--- src/rtl/debounce_counter_n.sv ---
// debounce_counter_n: CH independent debounced button channels, each with a
// lockout FSM, a wrapping event counter and a sticky overflow flag.
// Optional feature: define DEBOUNCE_AUTOREPEAT_EN to make a button held in
// WAIT_REL re-fire every RPT cycles. Default build has no repeat logic.

module debounce_lane #(
  parameter int CNT_W = 8,
  parameter int DLY   = 2**20,
  parameter int RPT   = 2**22
) (
  input  logic             clk,
  input  logic             rst,
  input  logic             btn,
  input  logic             clr,
  output logic             evt,
  output logic [CNT_W-1:0] cnt,
  output logic             ovf
);
  // One counter serves every timed state, so size it for the longer period.
  localparam int LMAX = (DLY > RPT) ? DLY : RPT;
  localparam int LW   = $clog2(LMAX + 1);

  localparam logic [2:0] IDLE     = 3'd0;
  localparam logic [2:0] PULSE    = 3'd1;
  localparam logic [2:0] LOCK_P   = 3'd2;
  localparam logic [2:0] WAIT_REL = 3'd3;
  localparam logic [2:0] LOCK_R   = 3'd4;

  localparam logic [LW-1:0] DLY_LAST = LW'(DLY - 1);
`ifdef DEBOUNCE_AUTOREPEAT_EN
  localparam logic [LW-1:0] RPT_LAST = LW'(RPT - 1);
`endif

  logic [1:0]    sync_pipe;
  logic          s_btn;
  logic [2:0]    state, state_nx;
  logic [LW-1:0] lk, lk_nx;

  // Two-flop synchronizer on the raw, asynchronous button.
  always_ff @(posedge clk) begin
    if (rst) sync_pipe <= '0;
    else     sync_pipe <= {sync_pipe[0], btn};
  end

  assign s_btn = sync_pipe[1];

  // Next-state logic; lk is zeroed on every entry into a timed state.
  always_comb begin
    state_nx = state;
    lk_nx    = lk;
    case (state)
      IDLE: begin
        if (s_btn) state_nx = PULSE;
      end
      PULSE: begin
        state_nx = LOCK_P;
        lk_nx    = '0;
      end
      LOCK_P: begin
        if (lk == DLY_LAST) begin
          state_nx = WAIT_REL;
          lk_nx    = '0;
        end else begin
          lk_nx = lk + LW'(1);
        end
      end
      WAIT_REL: begin
        if (!s_btn) begin
          state_nx = LOCK_R;
          lk_nx    = '0;
        end
`ifdef DEBOUNCE_AUTOREPEAT_EN
        else if (lk == RPT_LAST) begin
          state_nx = PULSE;
        end else begin
          lk_nx = lk + LW'(1);
        end
`endif
      end
      LOCK_R: begin
        if (lk == DLY_LAST) state_nx = IDLE;
        else                lk_nx    = lk + LW'(1);
      end
      default: begin
        state_nx = IDLE;
        lk_nx    = '0;
      end
    endcase
  end

  // FSM and lockout counter registers.
  always_ff @(posedge clk) begin
    if (rst) begin
      state <= IDLE;
      lk    <= '0;
    end else begin
      state <= state_nx;
      lk    <= lk_nx;
    end
  end

  assign evt = (state == PULSE);

  // Event counter: the count lands on the edge that ends PULSE; a clear in
  // that same cycle keeps the press, so the result is 1 rather than 0.
  always_ff @(posedge clk) begin
    if (rst) begin
      cnt <= '0;
      ovf <= 1'b0;
    end else if (clr) begin
      cnt <= evt ? CNT_W'(1) : '0;
      ovf <= 1'b0;
    end else if (evt) begin
      cnt <= cnt + CNT_W'(1);
      if (&cnt) ovf <= 1'b1;
    end
  end

endmodule

module debounce_counter_n #(
  parameter int CH    = 4,
  parameter int CNT_W = 8,
  parameter int DLY   = 2**20,
  parameter int RPT   = 2**22
) (
  input  logic                clk,
  input  logic                rst,
  input  logic [CH-1:0]       btn,
  input  logic [CH-1:0]       clr,
  output logic [CH-1:0]       evt,
  output logic [CH*CNT_W-1:0] cnt_out,
  output logic [CH-1:0]       ovf
);
  logic [CH-1:0][CNT_W-1:0] cnt_arr;

  // Fully independent lanes; nothing is shared between channels.
  for (genvar i = 0; i < CH; i++) begin : g_lane
    debounce_lane #(
      .CNT_W(CNT_W),
      .DLY  (DLY),
      .RPT  (RPT)
    ) u_lane (
      .clk(clk),
      .rst(rst),
      .btn(btn[i]),
      .clr(clr[i]),
      .evt(evt[i]),
      .cnt(cnt_arr[i]),
      .ovf(ovf[i])
    );
  end

  assign cnt_out = cnt_arr;

endmodule

--- config.mk ---
export PLATFORM = sky130hd
export DESIGN_NAME = debounce_counter_n
export DESIGN_NICKNAME = d
export VERILOG_FILES = /design/src/rtl/debounce_counter_n.sv
export SDC_FILE = /design/constraint.sdc
export NUM_CORES = 1
export LEC_CHECK = 0
export CAP_MARGIN = 20
export CORE_MARGIN = 3
export CORE_UTILIZATION = 40
export DETAILED_ROUTE_END_ITERATION = 6
export SLEW_MARGIN = 20
export SYNTH_ARGS = -nofsm -noshare
export SYNTH_HDL_FRONTEND = slang
export SYNTH_SLANG_ARGS = --single-unit
--- constraint.sdc ---
create_clock -name clk -period 3.1 [get_ports clk]
set_clock_uncertainty 0.2 [all_clocks]
set_input_delay 0.93 -clock clk [delete_from_list [all_inputs] [get_ports clk]]
set_output_delay 0.93 -clock clk [all_outputs]
set_load 0.01 [all_outputs]
-- Yosys cells after proc, flatten, opt, wreduce, memory -nomap -nowiden
Index checks and enable logic that the tools add are counted.
- register bits after elaboration: 148
- bits in latches: 0
- RAM bits: 0
- bits in read-only memories: 0
- bits of input ports: 10
- word-level logic and storage cells: 144
- memories kept: 0
- $add $sub $neg: 8
- multiply operators: 0
- divide/modulo/power cells: 0
- order comparisons: 0
- equality and inequality tests: 40
- shifts and indexed selects: 0
- mux-type cells: 48
- bitwise logic cells: 4
- reduce and logical (&&, ||, !) cells: 24
- operators by type and width (cell ; number):
    $pmux 23 s4 ; 4
    $mux 23 ; 12
    $add 23x1->23 const B ; 4
    $eq 23x20->1 const B ; 4
    $mux 8 ; 8
    $pmux 3 s5 ; 4
    $mux 3 ; 16
    $reduce_and 9->1 ; 4
    $add 8x1->8 const B ; 4
    $eq 3x2->1 const B ; 8
    $ne 2x1->1 const B ; 12
    $ne 2x2->1 const B ; 8
    $reduce_and 4->1 ; 4
    $eq 3x1->1 const B ; 4
    $eq 3x3->1 const B ; 4
    $logic_not 3->1 ; 4
    $reduce_and 3->1 ; 4
    $reduce_bool 2->1 ; 4
    $reduce_or 2->1 ; 4
    $mux 1 ; 4
    $not 1->1 ; 4

-- Logic depth before layout (Yosys ltp)
- depth in word-level cells: 3
- mapped depth: 8
- depth with buffers taken out: 6

-- By module
From an unflattened synthesis, not the netlist that was laid out.
- cells, all modules: 846
- area total of the unflattened synthesis: 7394.6 um2
- by module, submodules not included (module ; times used ; cells each ; area an instance (um2) ; seq. area each (um2)):
    debounce_lane (g_lane[0].u_lane ...) ; 3 ; 210 ; 1855.5 ; 740.7
    debounce_lane (g_lane[3].u_lane) ; 1 ; 216 ; 1828.0 ; 740.7

-- Worst setup path before layout
OpenSTA, ideal clock, no wires.
- kind: flip-flop to output port
- start: register g_lane[3].u_lane.state[0]
- end: output evt[3]
- arrival time: 1.082 ns
- required time: 1.970 ns
- slack: 0.888 ns
- stages on the path, launching flop included: 4
- buffers on the path: 2
- path through: dfxtp_1 > clkbuf_1 > nor3b_2 > buf_4
- word-level cells in the longest chain between the ends: 1
- RTL lines (element ; RTL line ; text):
    start, declared ; 36 ; logic [2:0] state, state_nx;
    start signal, assigned ; 97 ; state <= state_nx;
    $eq 3x1->1 ; 102 ; assign evt = (state == PULSE);
    end, declared ; 131 ; output logic [CH-1:0] evt,
No other way between the ends.

-- Final worst setup path
- start: register g_lane[1].u_lane.state[0]
- end: output evt[1]
- word-level cells in the longest chain between the ends: 1
- RTL lines (element ; RTL line):
    start, declared ; 36
    start signal, assigned ; 97
    $eq 3x1->1 ; 102
No other way between the ends.

==> metrics.md <==
| Metric | Value |
|---|---|
| Core area | roughly 18000 um^2 |
| Crit Path Max Fanout | 14 |
| Hold Path Class | reg -> reg |
| Routability Congestion | between 0.8 and 0.9 |
| First-pass GRT wire length | between 20 and 30 mm |
| Max clock buf depth | 2 |
| Sw Share | 20.1% |
| Synth Instances | between 800 and 900 |
| Total wire length | 17.7 mm |
| Outcome | finished clean |
| Layout net count | approximately 950 |
| Post-synth top flop | dfxtp_1 |
| Crit share post-route | between 90 and 100% |
| Pwr/cell area | 497 nW/um^2 |
| Hold path cells | 1 |
| Reg area | 2960 um^2 |
| Die area | ~21000 um^2 |
| DRC viols | 0 |
| Max_cap viols | 0 |
| Number of global-route vias before repair | 6133 |
| Syn Std Cell Area | 7660 um^2 |
| Layout cells sized above 1 | under 10% |
| Part of the power in combinational logic | roughly 3.2% |
| Slew HR | 31.1% |
| Worst hold margin | 0.247 ns |
| Initial DRC count | roughly 300 |
| Avg Cell Area, Syn | 8.59 um^2 |
| Placed wire-length estimate | around 13 mm |
| ANT cells | 0 |
| Net Sw Power | roughly 0.00090 W |
| CP required | 1.97 ns |
| Crit start category | flip-flop |
| Slew Viols, Final | 0 |
| P_int | approximately 0.0036 W |
| Yosys cell types | 73 |
| CTS tree | done |
| LEAKAGE | 2.96 nW |
| Setup violators final | 0 |
| Synthesized flop and latch total | 148 |
| GR Util All Layers | 17.2% |
| First-pass DRT Iterations | 7 |
| TNS Setup | 0 ns |
| RSZ-0062 raised after global routing | no |
| Clock root buffer | clkbuf_16 |
| FF-to-FF End | g_lane[1].u_lane.lk[0]$_SDFFE_PP0P_ |
| Reg2reg path depth | 6 |
| Syn_nets | 910 |
| Clock-pin transition on the worst setup and hold timing paths | around 0.060 ns |
| Die H | around 140 um |
| Largest net degree at the start of global routing | 28 |
| Via Count | 6552 |
| Hold violation count in the final report | 0 |
| Ys Warns | 0 |
| Routed WL per cell | ~15 um |
| Fin crit period | about 3.0 ns |
| # H-tree levels | 4 |
| Cell total after placement | 1144 |
| Die extent in x | around 140 um |
| Seq/Total Area, Yosys | 38.7% |
| Post-Layout Cell Count | approximately 1200 |
| Worst skew pair latency | roughly 0.42 ns |
| TritonCTS Sinks | around 150 |
| Max VDD drop | between 300 and 400 uV |
| Placed instance area | 8340 um^2 |
| # fillers | around 1700 |
| Hold path start | g_lane[2].u_lane.sync_pipe[0]$_SDFF_PP0_ |
| Worst R2R Start | g_lane[1].u_lane.lk[0]$_SDFFE_PP0P_ |
| Initial antenna violation count | 0 |
| Row count | 49 |
| Number of nets still failing antenna checks after routing | 0 |
| Fmax | between 300 and 400 MHz |
| P&R area growth vs syn | 17.9% |
| Post-route design area | around 9000 um^2 |
| Post-CTS Setup Inserts | 0 |
| PortBufs | slightly below 50 |
| Vias/cell | 5.57 |
| Area of the multi-input gates | 4400 um^2 |
| Worst Tran Pin Value | around 1.0 ns |
| Total CTS buffers | 17 |
| # IOs | 50 |
| Hold Path End | g_lane[2].u_lane.sync_pipe[1]$_SDFF_PP0_ |
| Initial Utilization | 41.7% |
| Clock network fraction of design power | 53.7% |
| Worst Setup Path Type | reg -> out |
| Ys async rst share | 0% |
| CP arrival | 1.85 ns |
| Post-synth EDFFs | 0 |
| CP Capture Type | output port |
| Hold buffer count at CTS | 0 |
| Sequential share of power | between 40% and 50% |
| R2R setup slack | about 0.5 ns |
| Post-CTS Resized | 0 |
| Grt total ovfl | 0 |
==> registers in the layout, indices dropped and copies added (netlist names) <==
register,cells
g_lane.u_lane.sync_pipe,8
g_lane.u_lane.cnt,32
g_lane.u_lane.lk,92
g_lane.u_lane.ovf,4
g_lane.u_lane.state,12
==> cell type report <==
cell class / count / area share [%]
clock inverter: 9 / 2.16
inverter: 19 / 0.789
tap: 229 / 3.17
timing repair buffer: 67 / 6.92
sequential: 148 / 32.8
multi-input combinational: 681 / 48.7
clock buffer: 23 / 5.51
==> Yosys cell counts (3+ instances only) <==
library cell | n | area, um^2
or4_1 | 16 | 120
and2_1 | 7 | 43.8
nand4b_1 | 5 | 43.8
o21ai_0 | 34 | 170
or2_2 | 8 | 50.1
xnor2_1 | 45 | 394
nor3_1 | 10 | 50.1
mux2i_1 | 5 | 50.1
buf_1 | 5 | 18.8
a22o_1 | 3 | 26.3
a211o_1 | 3 | 26.3
nor3b_2 | 4 | 50.1
buf_2 | 22 | 110
xor2_1 | 26 | 228
nor4_1 | 11 | 68.8
o31ai_1 | 16 | 120
or3_1 | 39 | 244
a21boi_0 | 3 | 22.5
a21oi_1 | 61 | 305
nand2b_1 | 3 | 18.8
nor2_1 | 103 | 387
a21o_1 | 3 | 22.5
nand2_1 | 58 | 218
a211oi_1 | 11 | 82.6
nand3b_1 | 3 | 22.5
and4_1 | 14 | 123
inv_1 | 19 | 71.3
nor2b_1 | 15 | 93.8
a31oi_1 | 8 | 50.1
clkbuf_1 | 7 | 26.3
and3_1 | 16 | 100
or4_4 | 3 | 33.8
buf_4 | 8 | 60.1
ha_1 | 8 | 100
nand4_1 | 50 | 313
nand3_1 | 35 | 175
a2111oi_0 | 8 | 70.1
dfxtp_1 | 148 | 2960
==> worst max-delay path by stage <==
stage	startpoint	end	slack, ns	depth (start not counted)
2_1_floorplan	g_lane[3].u_lane.state[0]$_SDFFE_PP0P_	evt[3]	0.89	3
6_report	g_lane[1].u_lane.state[0]$_SDFFE_PP0P_	evt[1]	0.12	2
3_3_place_gp	rst	g_lane[1].u_lane.lk[9]$_SDFFE_PP0P_	0.36	4
4_1_cts	g_lane[1].u_lane.state[0]$_SDFFE_PP0P_	evt[1]	0.09	2
3_5_place_dp	rst	g_lane[1].u_lane.lk[10]$_SDFFE_PP0P_	0.30	4
5_1_grt	g_lane[2].u_lane.state[0]$_SDFFE_PP0P_	evt[2]	0.04	2
==> critical path, stage by stage, from the launching register on <==
cell and delay (ns):
dfxtp_1 0.54, nor3b_2 0.31, clkdlybuf4s50_1 0.58
==> per-layer routing <==
layer | vias to the layer above | share of wire (%) | global-route usage (%)
li1 | 3361 | - | -
met1 | 3092 | 49 | 23.2
met5 | - | 0 | 0
met4 | 0 | 1.1 | 4.76
met2 | 82 | 47 | 28.0
met3 | 17 | 2.7 | 3.67
==> power groups by stage <==
| stage | clock, W | combinational (W) | sequential [W] |
|---|---|---|---|
| after floorplan | 0 | 0.000107 | 0.00197 |
| after global placement | 0 | 0.000145 | 0.00198 |
| after detailed placement | 0 | 0.000146 | 0.00198 |
| after CTS | 0.00246 | 0.000146 | 0.00193 |
| after global routing | 0.00253 | 0.000160 | 0.00194 |
| final | 0.00241 | 0.000143 | 0.00194 |
==> placed cells by master, fill, tap and decap left out, types with 16 or more instances in the layout <==
| cell | count |
|---|---|
| dfxtp_1 | 148 |
| nor2_1 | 103 |
| a21oi_1 | 61 |
| nand2_1 | 58 |
| nand4_1 | 50 |
| clkdlybuf4s50_1 | 49 |
| xnor2_1 | 45 |
| or3_1 | 39 |
| nand3_1 | 35 |
| o21ai_0 | 34 |
| xor2_1 | 26 |
| inv_1 | 19 |
| buf_4 | 18 |
| clkbuf_16 | 17 |
| or4_1 | 16 |
| and3_1 | 16 |
==> per-stage QoR <==
stage / utilization (%) / worst slack [ns] / power, W
2_1_floorplan: - / 0.888 / 0.00207
3_3_place_gp: 45.4 / 0.359 / 0.00212
3_5_place_dp: 45.4 / 0.304 / 0.00212
4_1_cts: 49.1 / 0.0908 / 0.00454
5_1_grt: 49.1 / 0.0368 / 0.00462
6_report: 49.1 / 0.124 / 0.00449
==> cell families (layout without fill, tap and decap cells) <==
logic type / count (synthesis) / after routing / synth area share [%]
AOI/OAI and AO/OA: 172 / 172 / 14.8
adders and majority gates: 8 / 8 / 1.31
xor gates and xnor gates: 71 / 71 / 8.11
DFF: 148 / 148 / 38.7
muxes: 6 / 6 / 0.800
buffers and inverters: 63 / 118 / 4.03
and+or+nand+nor: 424 / 424 / 32.3
Power figures use the tool's default switching activity.
